--- config.mk ---
export PLATFORM = sky130hd
export DESIGN_NAME = audio_codec_i2s_emulator
export DESIGN_NICKNAME = d
export VERILOG_FILES = /design/src/rtl/audio_codec_i2s_emulator.sv
export SDC_FILE = /design/constraint.sdc
export NUM_CORES = 1
export LEC_CHECK = 0
export BUFFER_PORTS_ARGS = -buffer_cell sky130_fd_sc_hd__buf_2
export CAP_MARGIN = 20
export CORE_MARGIN = 1
export CORE_UTILIZATION = 45
export CTS_CLUSTER_DIAMETER = 100
export DETAILED_ROUTE_END_ITERATION = 16
export PLACE_DENSITY = 0.69
export SLEW_MARGIN = 20
export SYNTH_ARGS = -nofsm -noshare
export SYNTH_HDL_FRONTEND = slang
export SYNTH_SLANG_ARGS = --single-unit
--- constraint.sdc ---
create_clock -name clk -period 18 [get_ports clk]
set_input_delay 3.6 -clock clk [delete_from_list [all_inputs] [get_ports clk]]
set_output_delay 3.6 -clock clk [all_outputs]
set_load 0.01 [all_outputs]
--- src/rtl/audio_codec_i2s_emulator.sv ---
// -----------------------------------------------------------------------------
// audio_codec_i2s_emulator
//
// Codec-side (I2S master) stand-in for a WM8731. It generates BCLK and the
// shared ADC/DAC word-select and serializes parallel ADC sample pairs onto
// ADCDAT. It also deserializes DACDAT from the host into parallel DAC pairs.
//
// Ports:
//   clk          system clock, all logic on its rising edge
//   reset        asynchronous, active-high reset
//   adc_left     left ADC sample to transmit
//   adc_right    right ADC sample to transmit
//   adc_valid    ADC pair offered
//   adc_ready    holding register empty; pair taken on adc_valid & adc_ready
//   adc_underrun 1-cycle pulse: frame started without a new pair
//   dac_left     last received left DAC sample
//   dac_right    last received right DAC sample
//   dac_valid    1-cycle pulse: new pair on dac_left/dac_right
//   bclk         bit clock (2*CLK_DIV clk cycles per period)
//   adclrck      ADC word select, 0 = left slot, 1 = right slot
//   daclrck      DAC word select, identical to adclrck
//   adcdat       serial ADC data, changes on bclk falling edges
//   dacdat       serial DAC data from host, sampled on bclk rising edges
// -----------------------------------------------------------------------------
module audio_codec_i2s_emulator #(
  parameter int unsigned DATA_WIDTH = 24,
  parameter int unsigned SLOT_BITS  = 32,
  parameter int unsigned CLK_DIV    = 8
) (
  input  logic                  clk,
  input  logic                  reset,
  input  logic [DATA_WIDTH-1:0] adc_left,
  input  logic [DATA_WIDTH-1:0] adc_right,
  input  logic                  adc_valid,
  output logic                  adc_ready,
  output logic                  adc_underrun,
  output logic [DATA_WIDTH-1:0] dac_left,
  output logic [DATA_WIDTH-1:0] dac_right,
  output logic                  dac_valid,
  output logic                  bclk,
  output logic                  adclrck,
  output logic                  daclrck,
  output logic                  adcdat,
  input  logic                  dacdat
);

  localparam int unsigned DIV_W = $clog2(CLK_DIV);
  localparam int unsigned BIT_W = $clog2(2 * SLOT_BITS);

  localparam logic [DIV_W-1:0] DIV_LAST = DIV_W'(CLK_DIV - 1);
  localparam logic [BIT_W-1:0] BIT_LAST = BIT_W'(2 * SLOT_BITS - 1);
  localparam logic [BIT_W-1:0] SLOT_B   = BIT_W'(SLOT_BITS);
  localparam logic [BIT_W-1:0] DW_B     = BIT_W'(DATA_WIDTH);

  // Bit clock generation
  logic [DIV_W-1:0] r_div_cnt;
  logic             r_bclk;

  // Frame position and ADC transmit path
  logic [BIT_W-1:0]      r_bit_cnt;
  logic                  r_lrck;
  logic                  r_adcdat;
  logic [DATA_WIDTH-1:0] r_tx_l, r_tx_r;
  logic [DATA_WIDTH-1:0] r_last_l, r_last_r;
  logic [DATA_WIDTH-1:0] r_hold_l, r_hold_r;
  logic                  r_hold_full;
  logic                  r_underrun;

  // DAC receive path
  logic [DATA_WIDTH-1:0] r_rx_l, r_rx_r;
  logic [DATA_WIDTH-1:0] r_dac_l, r_dac_r;
  logic                  r_dac_valid;

  logic                  w_tick;
  logic                  w_bclk_fall;
  logic                  w_bclk_rise;
  logic [BIT_W-1:0]      w_bit_next;
  logic                  w_next_right;
  logic [BIT_W-1:0]      w_k_next;
  logic [BIT_W-1:0]      w_k_cur;
  logic                  w_next_data;
  logic                  w_cur_data;
  logic                  w_frame_start;
  logic                  w_accept;
  logic [DATA_WIDTH-1:0] w_rx_r_next;

  always_comb begin
    w_tick        = (r_div_cnt == DIV_LAST);
    w_bclk_fall   = w_tick & r_bclk;
    w_bclk_rise   = w_tick & ~r_bclk;
    w_bit_next    = (r_bit_cnt == BIT_LAST) ? '0 : r_bit_cnt + 1'b1;
    w_next_right  = (w_bit_next >= SLOT_B);
    // Slot-relative bit position: after the coming falling edge, and now.
    w_k_next      = w_next_right ? (w_bit_next - SLOT_B) : w_bit_next;
    w_k_cur       = r_lrck ? (r_bit_cnt - SLOT_B) : r_bit_cnt;
    w_next_data   = (w_k_next != '0) && (w_k_next <= DW_B);
    w_cur_data    = (w_k_cur != '0) && (w_k_cur <= DW_B);
    w_frame_start = w_bclk_fall && (r_bit_cnt == BIT_LAST);
    w_accept      = adc_valid & ~r_hold_full;
    w_rx_r_next   = {r_rx_r[DATA_WIDTH-2:0], dacdat};
  end

  always_ff @(posedge clk or posedge reset) begin
    if (reset) begin
      r_div_cnt <= '0;
      r_bclk    <= 1'b0;
    end else if (w_tick) begin
      r_div_cnt <= '0;
      r_bclk    <= ~r_bclk;
    end else begin
      r_div_cnt <= r_div_cnt + 1'b1;
    end
  end

  always_ff @(posedge clk or posedge reset) begin
    if (reset) begin
      r_bit_cnt   <= '0;
      r_lrck      <= 1'b0;
      r_adcdat    <= 1'b0;
      r_tx_l      <= '0;
      r_tx_r      <= '0;
      r_last_l    <= '0;
      r_last_r    <= '0;
      r_hold_l    <= '0;
      r_hold_r    <= '0;
      r_hold_full <= 1'b0;
      r_underrun  <= 1'b0;
    end else begin
      r_underrun <= 1'b0;
      if (w_bclk_fall) begin
        r_bit_cnt <= w_bit_next;
        r_lrck    <= w_next_right;
        // I2S one-BCLK delay: slot bit 0 is a dead bit, data starts at k=1.
        if (w_next_data) begin
          if (w_next_right) begin
            r_adcdat <= r_tx_r[DATA_WIDTH-1];
            r_tx_r   <= {r_tx_r[DATA_WIDTH-2:0], 1'b0};
          end else begin
            r_adcdat <= r_tx_l[DATA_WIDTH-1];
            r_tx_l   <= {r_tx_l[DATA_WIDTH-2:0], 1'b0};
          end
        end else begin
          r_adcdat <= 1'b0;
        end
      end
      // Frame start sees r_hold_full from before this cycle's accept, so a
      // pair accepted in the frame-start cycle waits for the next frame.
      if (w_frame_start) begin
        if (r_hold_full) begin
          r_tx_l      <= r_hold_l;
          r_tx_r      <= r_hold_r;
          r_last_l    <= r_hold_l;
          r_last_r    <= r_hold_r;
          r_hold_full <= 1'b0;
        end else begin
          r_tx_l     <= r_last_l;
          r_tx_r     <= r_last_r;
          r_underrun <= 1'b1;
        end
      end
      if (w_accept) begin
        r_hold_l    <= adc_left;
        r_hold_r    <= adc_right;
        r_hold_full <= 1'b1;
      end
    end
  end

  always_ff @(posedge clk or posedge reset) begin
    if (reset) begin
      r_rx_l      <= '0;
      r_rx_r      <= '0;
      r_dac_l     <= '0;
      r_dac_r     <= '0;
      r_dac_valid <= 1'b0;
    end else begin
      r_dac_valid <= 1'b0;
      if (w_bclk_rise && w_cur_data) begin
        if (r_lrck) begin
          r_rx_r <= w_rx_r_next;
          // Last right bit arrives this edge: publish both words together.
          if (w_k_cur == DW_B) begin
            r_dac_l     <= r_rx_l;
            r_dac_r     <= w_rx_r_next;
            r_dac_valid <= 1'b1;
          end
        end else begin
          r_rx_l <= {r_rx_l[DATA_WIDTH-2:0], dacdat};
        end
      end
    end
  end

  assign adc_ready    = ~r_hold_full;
  assign adc_underrun = r_underrun;
  assign dac_left     = r_dac_l;
  assign dac_right    = r_dac_r;
  assign dac_valid    = r_dac_valid;
  assign bclk         = r_bclk;
  assign adclrck      = r_lrck;
  assign daclrck      = r_lrck;
  assign adcdat       = r_adcdat;

endmodule

==> summary.md, run 1 <==
| Metric | Value |
|---|---|
| Status | finished clean |
| Yosys top cell area share | 0.577 |
| Worst Hold End | r_div_cnt[0] |
| Number of I/O pins | 107 |
| Die area | 25,100 um2 |
| Core Footprint | 23,800 um2 |
| WP buf/inv | 2 |
| Worst path top cell family by delay | flip-flops |
| DP Area | 11,800 um2 |
| Cell with the most instances after synthesis | dfrtp_1 |
| Total gr overflow | 0 |
| Min-delay worst type | register to register |
| Synthesized Nets | 881 |
| Maximum VDD drop | 0.0762 mV |
| Initial antenna violation count | 7 |
| Routed vias | 6,575 |
| Critical Path Stages | 2 |
| Final setup vio count | 0 |
| Via density per instance | 5.22 |
| R2r endpoint | r_last_r[9] |
| Final Wtd Congestion | 0.740 |
| Routed WL per cell | 16.0 um |
| Layout area overhead | 15.8% |
| Synth top cells by count | dfrtp_1 (254), mux2_2 (209), nand2_1 (55), mux2i_1 (48), o21ai_0 (30) |
| R2r startpoint | r_bit_cnt[0] |
| Ys async rst share | 1.00 |
| Crit Path Class | register to primary output |
| Die Span X | 158 um |
| Arrival time worst endpoint | 1.61 ns |
| ANT nets after route | 0 |
| # rows | 56 |
| CTS tree | built |
| # Max-Cap Violations | 0 |
| Hold slack final | 0.445 ns |
| # nets final | 972 |
| Mapped Area | 11,000 um2 |
| Hold Buf Count CTS | 0 |
| Die Y | 158 um |
| Drt total wl | 20,100 um |
| Vias in the first global route | 6,661 |
| Pwr dens | 94.9 nW/um2 |
| Clock sink count | 254 |
| Slowest cell on crit path | dfrtp_2 |
| Fin Setup TNS | 0 ns |
| Cell variety after synth | 59 |
| Setup crit end kind | primary output |
| Final core occ | 0.537 |
| Crit path max fanout | 24 |
| Final worst-path cycle share | 0.289 |
| Startpoint Class | register |
| FF-to-FF setup slack | 14.75 ns |
| First-pass GRT wire length | 33,700 um |
| Post-Syn Area per Cell | 13.4 um2 |
| Final slew viol count | 0 |
| Slowest stage delay, CP | 0.83 ns |
| Total CTS buffers | 27 |
| Number of DRC violations after detailed-routing iteration 0 | 330 |
| # port buffers | 106 |
| TritonRoute pass-1 iters | 6 |
| Pin count of the biggest net entering global routing | 95 |
| Post-layout minimum cycle time | 5.21 ns |
| EDFF count, synth | 0 |
| WHS Path Cells | 1 |
| Post_cts resized | 0 |
| Hold Startpoint | r_div_cnt[0] |
| Dominant cells by area after synthesis | dfrtp_1 (58%), mux2_2 (21%), mux2i_1 (4.4%) |
| Leak Pwr | 0.00648 uW |
| Clk slew on worst S/H paths | 0.06 ns |
| Final instance area | 12,800 um2 |
| RSZ-0062 raised after global routing | no |
| Worst path cell trace | inv_1 > buf_2 |
| Post-synthesis sequential area ratio | 0.577 |
| Slew @ Worst Pin | 0.951 ns |
| H-tree Lvls | 1 |
| Flops & latches, synth | 254 |
| Fin. Hold Viols | 0 |
| Share of layout cells above drive strength 1 | 0.410 |
| Initial Utilization | 0.464 |
| CTS root buffer | clkbuf_16 |
| Slew headroom | 0.363 |
| R2R cell count | 6 |
| Data required, critical path | 14.40 ns |
| Worst skew pair latency | 0.53 ns |
| Longest Clk Path Bufs | 3 |
| Fmax | 192 MHz |
| Cell taking the most area after synthesis | dfrtp_1 |
| Yosys warns | 0 |
| DP HPWL | 12,300 um |
| Gate Count Post-Synth | 824 |
| Remaining DRCs | 0 |
| Global Route Usage Sum | 0.166 |
| Clock skew | 0.0182 ns |
| Total setup buffers inserted after CTS | 0 |
| Top_reg_cell synth | dfrtp_1 |
-- area by class of cell --
class	instances	area, um2
flip-flops and latches	254	6360
inverters	21	86.3
diodes	5	12.5
well taps	319	399
multi-input cells	495	4350
fillers	2029	11000
clock buffers	38	757
repair buffers	116	621
clock inverters	12	173
-- layout by cell type, fill, tap and decap left out, types with 3 or more instances in the layout --
cell / n
nand2_1: 54
a2111o_1: 3
a21oi_1: 5
mux2_2: 209
ha_1: 5
buf_2: 106
clkinv_2: 5
or3_1: 17
o31ai_1: 3
nand3_1: 5
nor2_1: 17
inv_1: 20
dfrtp_1: 253
clkbuf_8: 4
xnor2_1: 4
buf_4: 7
a221o_1: 3
bufinv_16: 4
nand2b_1: 3
o21a_1: 4
o211a_1: 4
mux2i_1: 48
clkbuf_1: 7
a311o_1: 4
o22a_1: 16
o211ai_1: 17
o21ai_0: 30
clkbuf_16: 27
diode_2: 5
a211oi_1: 4
-- per-layer routing --
| layer | track usage | vias up | share of wire |
|---|---|---|---|
| met5 | 0 | - | 0.0014 |
| met4 | 0.0343 | 4 | 0.016 |
| met3 | 0.0558 | 32 | 0.072 |
| met2 | 0.253 | 130 | 0.43 |
| met1 | 0.231 | 3259 | 0.48 |
| li1 | - | 3150 | - |
-- per-stage QoR --
stage | worst slack, ns | instances | total power (uW)
2_1_floorplan | 7.41 | 824 | 631
3_3_place_gp | 12.61 | 1204 | 646
3_5_place_dp | 12.63 | 1205 | 647
4_1_cts | 12.75 | 1255 | 1230
5_1_grt | 12.66 | 1256 | 1250
6_report | 12.79 | 1260 | 1210
-- kinds of logic after synthesis --
kind of cell             count (synthesis)  share of synthesized area
adder cells (fa/ha/maj)                  5                    0.00568
multiplexers                           258                      0.258
flip-flops                             254                      0.577
AO/OA/AOI/OAI                          109                     0.0729
XOR/XNOR                                 5                    0.00397
AND/OR/NAND/NOR                        118                     0.0522
buffers and inverters                   75                     0.0302
-- report_power, final --
group	internal (uW)	switching, uW	total [uW]
Sequential	586	10.9	596
Clock	351	224	575
Combinational	19.4	20.0	39.3
-- worst max path at each step --
| stage | from | end |
|---|---|---|
| global placement | reset | r_hold_full |
| CTS | r_hold_full | adc_ready |
| global route | r_hold_full | adc_ready |
| detailed placement | reset | r_hold_full |
| floorplan | reset | adc_underrun |
| finish | r_hold_full | adc_ready |
-- sequential cells by signal (all words and copies together) (netlist names), 6 cells and up --
signal     flops
dac_left      24
dac_right     24
r_hold_l      24
r_hold_r      24
r_last_l      24
r_last_r      24
r_rx_l        24
r_tx_l        24
r_tx_r        24
r_rx_r        23
r_bit_cnt      6
(Power assumes the default switching activity.)
==> run 2: changes to the inputs <==
Settings changed: PLACE_DENSITY 0.69 to 0.72.
Clock period 18 ns to 4.7 ns, I/O delays scaled along.
==> run 2 against run 1 <==
  * Cell count is 0.48% lower
  * Final area fell by 0.18%
  * Clock skew fell by 0.0078 ns
  * Count of clock-buffer cells in the layout grew 1
  * Via count rose by 0.73%
  * Non-clock buffer count did not move
  * Hold slack lost 0.023 ns
  * Routed wire length up 1.2%
  * Highest routed layer unchanged
  * Die area did not move
  * Critical endpoint is now r_tx_r[3]
==> summary.md, run 2 (synthesized netlist as in run 1, its figures left out) <==
| Metric | Value |
|---|---|
| Status | finished clean |
| R2r endpoint | r_tx_r[3] |
| H-tree Lvls | 1 |
| Setup crit end kind | register |
| R2R cell count | 6 |
| WHS Path Cells | 1 |
| Leak Pwr | 0.00647 uW |
| Number of I/O pins | 107 |
| Layout area overhead | 15.6% |
| Crit path max fanout | 22 |
| Final setup vio count | 0 |
| Share of layout cells above drive strength 1 | 0.411 |
| Die area | 25,100 um2 |
| Fin Setup TNS | 0 ns |
| Arrival time worst endpoint | 3.49 ns |
| Worst skew pair latency | 0.53 ns |
| Sw Pwr | 965 uW |
| Total gr overflow | 0 |
| Vias in the first global route | 6,779 |
| Met2 usage | 0.258 |
| Post_cts resized | 0 |
| Remaining DRCs | 0 |
| Routed vias | 6,623 |
| Placed Cells | 1,205 |
| Core Footprint | 23,800 um2 |
| Internal | 3630 uW |
| Total CTS buffers | 27 |
| Hold Startpoint | r_div_cnt[0] |
| Most used routing layer | met2 |
| CTS tree | built |
| Pin count of the biggest net entering global routing | 169 |
| Non-filler cells in the finished layout | 1,254 |
| Multi-input gate area | 4360 um2 |
| Met1 Use GR | 0.233 |
| Fill cells | 1,987 |
| Initial antenna violation count | 4 |
| Post-layout minimum cycle time | 3.09 ns |
| Worst Hold End | r_div_cnt[0] |
| Sw Ratio | 0.210 |
| Total setup buffers inserted after CTS | 0 |
| Clk pwr share | 0.469 |
| Comb power frac | 0.033 |
| Drt total wl | 20,400 um |
| Die Y | 158 um |
| ANT nets after route | 0 |
| TritonRoute pass-1 iters | 8 |
| Clk slew on worst S/H paths | 0.06 ns |
| DP HPWL | 12,600 um |
| # Max-Cap Violations | 0 |
| Routed WL per cell | 16.3 um |
| Startpoint Class | register |
| # port buffers | 106 |
| Via density per instance | 5.28 |
| Slew @ Worst Pin | 1.01 ns |
| Longest Clk Path Bufs | 3 |
| Final worst-path cycle share | 0.657 |
| Final Wtd Congestion | 0.747 |
| Seq. cell area | 6360 um2 |
| RSZ-0062 raised after global routing | no |
| CTS root buffer | clkbuf_16 |
| # nets final | 972 |
| Initial Utilization | 0.464 |
| Final slew viol count | 0 |
| Number of DRC violations after detailed-routing iteration 0 | 281 |
| Pwr dens | 361 nW/um2 |
| FF-to-FF setup slack | 1.61 ns |
| Data required, critical path | 5.10 ns |
| First-pass GRT wire length | 34,400 um |
| Crit Path Class | register to register |
| Global Route Usage Sum | 0.169 |
| Fin. Hold Viols | 0 |
| Clock skew | 0.0104 ns |
| Fmax | 324 MHz |
| Most common cell after layout, fill and taps aside | dfrtp_1 |
| Die Span X | 158 um |
| Sequential share of power | 0.498 |
| Clock sink count | 254 |
| Hold Buf Count CTS | 0 |
| Min-delay worst type | register to register |
| Met3 Track Usage GR | 0.0585 |
| # rows | 56 |
| R2r startpoint | r_bit_cnt[0] |
| Commonest non-fill, non-tap cells in the layout | dfrtp_1 (253), mux2_2 (209), buf_2 (106) |
| Maximum VDD drop | 0.347 mV |
| Slew headroom | 0.323 |
## run 2: worst max-delay path, stage by stage, from the launching register on
cell,delay [ns]
dfrtp_1,0.47
ha_1,0.37
and3_1,0.23
a211oi_1,0.33
a32o_1,0.67
o21ai_2,0.42
a311o_1,0.47
## run 2: how the worst max path moves through the flow
stage | startpoint | endpoint | slack (ns) | depth (start not counted)
after global placement | r_bit_cnt[0] | r_tx_r[16] | 1.71 | 6
final | r_bit_cnt[0] | r_tx_r[3] | 1.61 | 6
after global routing | r_bit_cnt[0] | r_last_r[22] | 1.37 | 6
after detailed placement | r_bit_cnt[0] | r_tx_r[3] | 1.64 | 6
after CTS | r_bit_cnt[0] | r_tx_r[3] | 1.61 | 6
after floorplan | reset | adc_underrun | 0.42 | 1
## run 2: cell type report
type                    count  area share
multi-input cells         495       0.342
well taps                 319      0.0313
inverters                  21     0.00648
clock inverters             9     0.00992
repair buffers            116      0.0495
clock buffers              39      0.0613
diodes                      1    0.000196
flip-flops and latches    254       0.499
## run 2: through the flow
stage | util | worst slack, ns | hold slack, ns | instance area (um2) | total power [uW]
floorplan | - | 0.416 | 0.403 | 11000 | 2420
global placement | 0.498 | 1.71 | 0.414 | 11800 | 2480
detailed placement | 0.498 | 1.64 | 0.416 | 11800 | 2480
CTS | 0.536 | 1.61 | 0.424 | 12700 | 4660
global route | 0.536 | 1.37 | 0.434 | 12700 | 4770
finish | 0.536 | 1.61 | 0.422 | 12700 | 4600
## run 2: routing by layer
metal	routed length [um]	share of wire
met5	44	0.0022
met3	1640	0.081
met2	8810	0.43
met1	9560	0.47
met4	341	0.017
## run 2: power groups by stage
stage / Combinational (uW) / Sequential [uW] / Clock, uW
finish: 153 / 2290 / 2160
global route: 176 / 2290 / 2300
CTS: 159 / 2290 / 2220
detailed placement: 158 / 2330 / 0
global placement: 155 / 2320 / 0
floorplan: 107 / 2310 / 0
==> run 3: changes to the inputs <==
Settings changed: PLACE_DENSITY 0.72 to 0.69.
Clock period 4.7 ns to 3.2 ns, I/O delays scaled along.
==> run 3 against run 2 <==
  * Fmax increased by 12%
  * Final area increased by 0.66%
  * Count of clock-buffer cells in the layout increased by 3
  * Sequential power increased by 47%
  * Hold slack got worse by 0.25 ns
  * Global-route usage decreased by 0.63 points
  * First-iteration DRC count decreased by 26%
  * Clock power increased by 42%
  * Cell count increased by 0.80%
  * Critical endpoint is now r_tx_l[10]
  * Largest cell class unchanged
  * Largest power group unchanged
  * Highest routed layer unchanged
==> summary.md, run 3 (synthesized netlist as in run 1, its figures left out) <==
| Metric | Value |
|---|---|
| Status | finished clean |
| # rows | 56 |
| Total setup buffers inserted after CTS | 0 |
| Final setup vio count | 0 |
| Arrival time worst endpoint | 3.17 ns |
| Crit path max fanout | 23 |
| Slowest stage delay, CP | 0.70 ns |
| Via density per instance | 5.26 |
| Die Span X | 158 um |
| R2R cell count | 5 |
| Die area | 25,100 um2 |
| Routed WL per cell | 15.7 um |
| Crit Path Class | register to register |
| Most common cell after layout, fill and taps aside | dfrtp_1 |
| Final worst-path cycle share | 0.863 |
| Commonest non-fill, non-tap cells in the layout | dfrtp_1 (253), mux2_2 (209), buf_2 (106) |
| CTS root buffer | clkbuf_16 |
| WP buf/inv | 0 |
| Critical Path Stages | 5 |
| Fmax | 362 MHz |
| Pwr dens | 518 nW/um2 |
| Slew headroom | 0.445 |
| Hold Buf Count CTS | 0 |
| Internal | 5250 uW |
| Startpoint Class | register |
| Fin. Hold Viols | 0 |
| Final slew viol count | 0 |
| Setup crit end kind | register |
| R2r startpoint | r_bit_cnt[4] |
| Vias in the first global route | 6,569 |
| Clk slew on worst S/H paths | 0.06 ns |
| Total CTS buffers | 27 |
| H-tree Lvls | 1 |
| Longest Clk Path Bufs | 3 |
| Worst path top cell family by delay | compound AO/OA/AOI/OAI gates |
| Number of I/O pins | 107 |
| Post-layout minimum cycle time | 2.76 ns |
| # Max-Cap Violations | 0 |
| Sequential share of power | 0.505 |
| RSZ-0062 raised after global routing | no |
| # nets final | 979 |
| Initial Utilization | 0.464 |
| Fin Setup TNS | 0 ns |
| Pin count of the biggest net entering global routing | 95 |
| Core Footprint | 23,800 um2 |
| DP Area | 11,900 um2 |
| Post_cts resized | 0 |
| Global Route Usage Sum | 0.163 |
| Clock sink count | 254 |
| Initial antenna violation count | 6 |
| Comb power frac | 0.034 |
| Routed vias | 6,649 |
| Clk pwr share | 0.461 |
| Slew @ Worst Pin | 0.833 ns |
| Worst skew pair latency | 0.53 ns |
| Final core occ | 0.540 |
| First-pass GRT wire length | 33,100 um |
| Clock skew | 0.0108 ns |
| TritonRoute pass-1 iters | 4 |
| Share of layout cells above drive strength 1 | 0.415 |
| Worst setup path startpoint | r_bit_cnt[4] |
| Total gr overflow | 0 |
| Drt total wl | 19,800 um |
| FF-to-FF setup slack | 0.44 ns |
| ANT nets after route | 0 |
| Min-delay worst type | input port to async pin |
| Sw Ratio | 0.210 |
| Leak Pwr | 0.00652 uW |
| Slowest cell on crit path | dfrtp_1 |
| DP HPWL | 12,400 um |
| Layout area overhead | 16.4% |
| Final Wtd Congestion | 0.731 |
| R2r endpoint | r_tx_l[10] |
| Worst path cell trace | nand3_2 > o21ai_1 > and3_1 > o21a_2 > mux2_2 |
| CTS tree | built |
| Number of DRC violations after detailed-routing iteration 0 | 208 |
| Critical path capture point | r_tx_l[10] |
| Maximum VDD drop | 0.510 mV |
| # port buffers | 106 |
| Die Y | 158 um |
| Sw Pwr | 1400 uW |
| Data required, critical path | 3.61 ns |
| Remaining DRCs | 0 |
| Final instance area | 12,800 um2 |
==> run 3: cell count changes in the layout (fill, tap and decap cells not counted), moves of 2 or more <==
| cell | change |
|---|---|
| buf_12 | +4 |
| buf_4 | +3 |
| bufinv_16 | -2 |
| clkbuf_8 | +3 |
| diode_2 | +2 |
==> run 3: power groups by stage <==
stage / logic, uW / clock network, uW / registers [uW]
final: 226 / 3060 / 3360
after floorplan: 157 / 0 / 3390
after CTS: 235 / 3160 / 3360
after global routing: 258 / 3280 / 3370
after global placement: 231 / 0 / 3410
after detailed placement: 235 / 0 / 3420
==> run 3: worst reg2reg max path, delay by kind of cell (launching register included) <==
family | cells | cell delay, ns
simple gates | 2 | 0.57
mux | 1 | 0.42
flops | 1 | 0.70
compound gates | 2 | 0.95
==> run 3: final cells by class <==
type | count | area [um2]
fillers | 2007 | 10900
flip-flops and latches | 254 | 6360
multi-input cells | 495 | 4350
clock buffers | 42 | 822
repair buffers | 123 | 733
well taps | 319 | 399
inverters | 21 | 82.6
clock inverters | 7 | 70.1
diodes | 3 | 7.51
==> run 3: metal layers <==
metal  global-route usage  up-vias  share of wire  wire length, um
li1                     -     3173              -                -
met1                0.221     3308           0.47             9230
met2                0.255      131           0.45             8870
met3               0.0490       33          0.066             1320
met4               0.0430        4          0.018              360
met5                    0        -         0.0011               22
==> run 3: through the flow <==
stage | hold WS (ns) | worst slack (ns) | std cells | power [uW]
6_report | 0.168 | 0.438 | 1264 | 6640
2_1_floorplan | 0.403 | -0.784 | 824 | 3550
3_3_place_gp | 0.413 | 0.519 | 1212 | 3640
5_1_grt | 0.199 | 0.215 | 1262 | 6900
4_1_cts | 0.167 | 0.429 | 1261 | 6750
3_5_place_dp | 0.420 | 0.454 | 1212 | 3650
==> run 3: worst min path at each step <==
stage,cells past startpoint,slack (ns),end
detailed placement,1,0.42,r_div_cnt[0]
global route,2,0.20,dac_right[5]
floorplan,1,0.40,r_div_cnt[0]
finish,2,0.17,dac_right[5]
CTS,2,0.17,dac_right[5]
global placement,1,0.41,r_div_cnt[0]
